<file path="config.mk">
export PLATFORM = sky130hd
export DESIGN_NAME = uart_tx
export DESIGN_NICKNAME = d
export VERILOG_FILES = /design/src/rtl/uart_pkg.sv /design/src/rtl/uart_tx_parity_gen.sv /design/src/rtl/uart_tx.sv
export SDC_FILE = /design/constraint.sdc
export NUM_CORES = 1
export LEC_CHECK = 0
export BUFFER_PORTS_ARGS = -buffer_cell sky130_fd_sc_hd__buf_2
export CAP_MARGIN = 0
export CORE_ASPECT_RATIO = 1.25
export CORE_MARGIN = 2
export CORE_UTILIZATION = 55
export CTS_CLUSTER_SIZE = 10
export DETAILED_ROUTE_END_ITERATION = 8
export PLACE_DENSITY_LB_ADDON = 0.2
export SLEW_MARGIN = 20
export SYNTH_ARGS = -nofsm -noshare
export SYNTH_HDL_FRONTEND = slang
export SYNTH_HIERARCHICAL = 1
export SYNTH_SLANG_ARGS = --single-unit
</file>
<file path="constraint.sdc">
create_clock -name i_clk -period 2.2 [get_ports i_clk]
set_clock_uncertainty 0.2 [all_clocks]
set_input_delay 0.11 -clock i_clk [delete_from_list [all_inputs] [get_ports i_clk]]
set_output_delay 0.11 -clock i_clk [all_outputs]
set_load 0.005 [all_outputs]
</file>
<file path="src/rtl/uart_pkg.sv">
// Shared UART definitions: FSM state encoding, parity-select codes and
// data-length decode used by both the transmit and receive paths.
package uart_pkg;

    // State encoding is shared with the receiver, so values are fixed.
    typedef enum logic [2:0] {
        StIdle     = 3'b000,
        StStart    = 3'b001,
        StTransmit = 3'b010,
        StParity   = 3'b011,
        StStopI    = 3'b100,
        StStopII   = 3'b101
    } uart_state_e;

    // Parity-select codes; any code with bit 2 clear means no parity bit.
    localparam logic [2:0] NON_PARITY  = 3'b000;
    localparam logic [2:0] EVEN_PARITY = 3'b100;
    localparam logic [2:0] ODD_PARITY  = 3'b101;
    localparam logic [2:0] ZERO_STICK  = 3'b110;
    localparam logic [2:0] ONE_STICK   = 3'b111;

    // Character length code to number of data bits: 00=5 ... 11=8.
    function automatic logic [3:0] data_bits(input logic [1:0] len);
        return 4'd5 + {2'b00, len};
    endfunction

endpackage

</file>
<file path="src/rtl/uart_tx_parity_gen.sv">
// Transmit-side parity generator: accumulates the XOR of sent data bits and
// produces the even/odd/stick parity bit selected by the latched line control.
module tx_parity_gen
    import uart_pkg::*;
(
    input  logic       i_clk,
    input  logic       i_rst_n,
    input  logic       i_clr,
    input  logic       i_en,
    input  logic       i_bit,
    input  logic [2:0] i_sel,
    output logic       o_parity
);

    logic acc_q;

    // Running XOR of the data bits placed on the line.
    always_ff @(posedge i_clk or negedge i_rst_n) begin
        if (!i_rst_n) begin
            acc_q <= 1'b0;
        end else if (i_clr) begin
            acc_q <= 1'b0;
        end else if (i_en) begin
            acc_q <= acc_q ^ i_bit;
        end
    end

    // Stick codes force a constant; odd inverts the accumulated even parity.
    always_comb begin
        o_parity = acc_q;
        case (i_sel)
            ZERO_STICK:  o_parity = 1'b0;
            ONE_STICK:   o_parity = 1'b1;
            ODD_PARITY:  o_parity = ~acc_q;
            EVEN_PARITY: o_parity = acc_q;
            default:     o_parity = acc_q ^ i_sel[0];
        endcase
    end

endmodule

</file>
<file path="src/rtl/uart_tx.sv">
// UART transmit engine: serialises one 5-8 bit character into a
// start/data/parity/stop frame, timed by an oversampled baud tick.
module uart_tx
    import uart_pkg::*;
#(
    parameter int unsigned OVERSAMPLE = 16,
    parameter int unsigned DATA_W     = 8
) (
    input  logic              i_clk,
    input  logic              i_rst_n,
    input  logic              i_baud,
    input  logic              i_tx_valid,
    input  logic [DATA_W-1:0] i_tx_data,
    input  logic [1:0]        i_data_len,
    input  logic              i_stop_sel,
    input  logic [2:0]        i_parity_sel,
    output logic              o_tx_ready,
    output logic              o_tx_out,
    output logic              o_busy,
    output logic              o_tx_done
);

    localparam int unsigned    CntW   = $clog2(OVERSAMPLE);
    localparam logic [CntW-1:0] CntMax = CntW'(OVERSAMPLE - 1);

    uart_state_e       state_q, state_d;
    logic [CntW-1:0]   cnt_q, cnt_d;
    logic [2:0]        bit_cnt_q, bit_cnt_d;
    logic [DATA_W-1:0] shift_q, shift_d;
    logic [1:0]        len_q, len_d;
    logic              stop_q, stop_d;
    logic [2:0]        par_q, par_d;
    logic              tx_q, tx_d;
    logic              done_q, done_d;

    logic is_idle;
    logic accept;
    logic bit_end;
    logic last_bit;
    logic par_clr;
    logic par_en;
    logic parity_bit;

    assign is_idle  = (state_q == StIdle);
    assign accept   = is_idle & i_tx_valid;
    assign bit_end  = i_baud & (cnt_q == CntMax);
    assign last_bit = (bit_cnt_q == 3'(data_bits(len_q) - 4'd1));

    assign o_tx_ready = is_idle;
    assign o_busy     = ~is_idle;
    assign o_tx_out   = tx_q;
    assign o_tx_done  = done_q;

    tx_parity_gen u_parity (
        .i_clk    (i_clk),
        .i_rst_n  (i_rst_n),
        .i_clr    (par_clr),
        .i_en     (par_en),
        .i_bit    (shift_q[0]),
        .i_sel    (par_q),
        .o_parity (parity_bit)
    );

    // Oversample tick counter; held at zero in IDLE so a tick coinciding
    // with acceptance is not credited to the start bit.
    always_comb begin
        cnt_d = cnt_q;
        if (is_idle || accept) begin
            cnt_d = '0;
        end else if (i_baud) begin
            cnt_d = bit_end ? '0 : cnt_q + CntW'(1);
        end
    end

    // Frame sequencing, line-control latching and data shifting.
    always_comb begin
        state_d   = state_q;
        bit_cnt_d = bit_cnt_q;
        shift_d   = shift_q;
        len_d     = len_q;
        stop_d    = stop_q;
        par_d     = par_q;
        done_d    = 1'b0;
        par_clr   = 1'b0;
        par_en    = 1'b0;
        unique case (state_q)
            StIdle: begin
                if (i_tx_valid) begin
                    shift_d = i_tx_data;
                    len_d   = i_data_len;
                    stop_d  = i_stop_sel;
                    par_d   = i_parity_sel;
                    state_d = StStart;
                end
            end
            StStart: begin
                par_clr = 1'b1;
                if (bit_end) begin
                    bit_cnt_d = '0;
                    state_d   = StTransmit;
                end
            end
            StTransmit: begin
                if (bit_end) begin
                    shift_d   = {1'b0, shift_q[DATA_W-1:1]};
                    par_en    = 1'b1;
                    bit_cnt_d = bit_cnt_q + 3'd1;
                    if (last_bit) begin
                        state_d = par_q[2] ? StParity : StStopI;
                    end
                end
            end
            StParity: begin
                if (bit_end) begin
                    state_d = StStopI;
                end
            end
            StStopI: begin
                if (bit_end) begin
                    if (stop_q) begin
                        state_d = StStopII;
                    end else begin
                        state_d = StIdle;
                        done_d  = 1'b1;
                    end
                end
            end
            StStopII: begin
                if (bit_end) begin
                    state_d = StIdle;
                    done_d  = 1'b1;
                end
            end
            default: state_d = StIdle;
        endcase
    end

    // Line level for the current state; registered so the pin never glitches.
    always_comb begin
        tx_d = 1'b1;
        case (state_q)
            StStart:    tx_d = 1'b0;
            StTransmit: tx_d = shift_q[0];
            StParity:   tx_d = parity_bit;
            default:    tx_d = 1'b1;
        endcase
    end

    // State registers; reset drives the line high without passing through 0.
    always_ff @(posedge i_clk or negedge i_rst_n) begin
        if (!i_rst_n) begin
            state_q   <= StIdle;
            cnt_q     <= '0;
            bit_cnt_q <= '0;
            shift_q   <= '0;
            len_q     <= '0;
            stop_q    <= 1'b0;
            par_q     <= NON_PARITY;
            tx_q      <= 1'b1;
            done_q    <= 1'b0;
        end else begin
            state_q   <= state_d;
            cnt_q     <= cnt_d;
            bit_cnt_q <= bit_cnt_d;
            shift_q   <= shift_d;
            len_q     <= len_d;
            stop_q    <= stop_d;
            par_q     <= par_d;
            tx_q      <= tx_d;
            done_q    <= done_d;
        end
    end

endmodule

</file>
==> out/metrics.csv <==
metric;value;unit
run_status;complete, no violations;
synth_top_area_share;0.466;
post-cts-setup-buffer-count;0;
placementRows;20;
worst_ep_required_time;2.22;ns
fp.dieArea;2960;um2
timing.critical_path.arrival;2.01;ns
internal-power;0.975;mW
critical_path.top_delay_family;flip-flops;
clock_path_buffers;2;
pwr-share-comb;0.348;
number_of_vias_after_detailed_routing;1113;
power.net_switching;0.580;mW
drtIter0Drc;18;
fp.coreArea;2430;um2
global_route.overflow_total;0;
rsz0062_at_grt;no;
report.final.setup_viol;0;
final_core_utilization;0.708;
maxClockFrequency;0.503;GHz
cp_buf_inv_count;0;
final_layout_size_suffix_gt1_frac;0.246;
report.final.hold_viol_count;0;
fillers;189;
max-cap-violations;0;
hold_slack;0.0737;ns
detail_route.drc_violations;0;
worst_skew_pair_latency;0.32;ns
fin_area;1720;um2
timing.critical_path.to_type;flop;
detail-route-antenna-nets;0;
synth_area_leaders;sky130_fd_sc_hd__dfrtp_1, sky130_fd_sc_hd__nand2_1, sky130_fd_sc_hd__mux2i_1;
routed_via_density;5.35;
power_frac_seq;0.513;
initial_core_utilization;0.575;
cell_breakdown_of_the_critical_path;ha_1, and4_1, o21ai_0, o211ai_1, mux2_2;
cts.sinks;27;
wl_per_cell;13.5;um
area_delta_synth_final;23.1;%
ir_drop;633;uV
timing.critical_path.slowest_cell_delay;0.44;ns
netlist_area;1400;um2
clock_power_share;0.139;
synth_sequential_area_ratio;0.485;
n_antenna_cell;0;
path_max_fanout;6;
final-max-slew-violation-count;0;
placed_cell_area;1530;um2
postSynthCellCount;137;
ys_warn_count;6;
fp.dieW;49.0;um
synth-edff-count;0;
worst-setup-path-type;flop to flop;
synth_commonest_cells;sky130_fd_sc_hd__nand2_1, sky130_fd_sc_hd__dfrtp_1, sky130_fd_sc_hd__mux2i_1, sky130_fd_sc_hd__nor2_1, sky130_fd_sc_hd__o21ai_0;
setup-tns-final;0;ns
final_net_count;196;
cts_tree;yes;
dieHeight;60.3;um
synth_top_flop_cell;sky130_fd_sc_hd__dfrtp_1;
first_pass_grt_wire_length;5050;um
final.min_clock_period;1.99;ns
power.switching_fraction;0.373;
worst_setup_path_start_kind;flop;
yosys.area.top_type;sky130_fd_sc_hd__dfrtp_1;
antenna_violations_before_repair;0;
async_reset_ff_frac;1.00;
yosys_register_bits;27;
finalWirelength;2810;um
maximum_number_of_pins_on_one_net_before_global_route_repair;28;
synth.most_common_cell;sky130_fd_sc_hd__nand2_1;
final_weighted_congestion_in_routability_driven_placement;0.866;
clock-root-buffer;sky130_fd_sc_hd__clkbuf_4;
max-slew-margin-rel;0.607;
timing.final.crit_share;0.904;
floorplan.io_pins;22;
via_count_of_the_first_global_routing_pass;1101;
synth_fp_nets;157;
synthDistinctLibCells;43;
clk_pin_slew;0.15;ns
timing.critical_path.slowest_stage_cell;sky130_fd_sc_hd__dfrtp_1;
leakage;0.839;nW
total_cts_buffers;3;
worst_hold_path_type;primary input to flop;
drt_first_pass_iters;4;
power_density;905;nW/um2
count_of_buffers_from_port_buffering;21;
grt_use_total;0.224;
post-dp-hpwl;1940;um
syn_area_per_cell;10.2;um2
tightestPinTransition;0.589;ns
htree_levels;1;
## worst reg2reg max path: cells and delay by family, from the launching register on
family,cells,cell delay [ns]
adder cells (fa/ha/maj),1,0.24
multiplexers,1,0.36
AND/OR/NAND/NOR,1,0.37
flip-flops,1,0.44
AO/OA/AOI/OAI,2,0.28
## path summary, 6_finish.rpt
kind                             from         end  slack [ns]  cells past startpoint
setup / recovery             cnt_q[0]  state_q[0]        0.21                      5
hold / removal             i_tx_valid      stop_q        0.07                      4
setup reg to reg             cnt_q[0]  state_q[0]        0.21                      5
hold reg to reg            shift_q[7]  shift_q[7]        0.30                      2
max in group asynchronous     i_rst_n    par_q[2]        1.31                      2
min in group asynchronous     i_rst_n    cnt_q[1]        0.09                      2
## placed cells by master (no fill, tap or decap), drive strengths merged, types with 3 or more instances in the layout
master / netlist / final
a21oi: 4 / 4
buf: 4 / 25
clkbuf: 3 / 3
dfrtp: 26 / 26
dlygate4sd3: 0 / 16
inv: 3 / 3
mux2i: 10 / 10
nand2: 30 / 30
nor2: 9 / 9
nor3: 5 / 5
o21ai: 10 / 10
## metal layers
| layer | vias to the layer above | part of all wire | global-route usage |
|---|---|---|---|
| met4 | 0 | 0.0089 | 0.0898 |
| met5 | - | 0 | 0 |
| met2 | 31 | 0.54 | 0.407 |
| met1 | 524 | 0.42 | 0.281 |
| met3 | 4 | 0.030 | 0.0175 |
| li1 | 554 | - | - |
## logic make-up after synthesis
kind of cell / count (synthesis) / synth area share
AOI/OAI and AO/OA: 28 / 0.161
and+or+nand+nor: 54 / 0.184
muxes: 12 / 0.0879
adders and majority gates: 2 / 0.0179
xor gates and xnor gates: 4 / 0.0251
DFF: 27 / 0.485
buffers and inverters: 10 / 0.0395
## what timing repair did
item / 4_1_cts / 5_1_grt
endpoints found under the hold margin: 45 / 0
gates resized for setup: 0 / 0
hold buffers: 16 / 0
## final cells by class
type                       instances  area (um2)  share of cell area
tap                               33        41.3              0.0240
sequential                        27         677               0.394
clock inverter                     1        7.51             0.00437
timing repair buffer              41         295               0.172
clock buffer                       3        22.5              0.0131
inverter                           3        11.3             0.00655
multi-input combinational        100         663               0.386
## metrics by stage
step / setup WS (ns) / instances / total power [mW]
after floorplan: 0.416 / 137 / 1.18
after global placement: 0.272 / 188 / 1.29
after detailed placement: 0.200 / 188 / 1.33
after CTS: 0.178 / 208 / 1.57
after global routing: 0.0450 / 208 / 1.68
final: 0.210 / 208 / 1.55
## power by group through the flow
stage	logic (mW)	clock network (mW)	registers (mW)
global route	0.624	0.237	0.823
finish	0.542	0.216	0.798
CTS	0.547	0.223	0.796
global placement	0.501	0	0.793
floorplan	0.408	0	0.770
detailed placement	0.526	0	0.805
## flip-flops by register name (all words and copies together) (netlist names)
register	cells
shift_q	8
cnt_q	4
bit_cnt_q	3
par_q	3
state_q	3
len_q	2
o_tx_done	1
o_tx_out	1
stop_q	1
u_parity/acc_q	1
(Power assumes the default switching activity.)
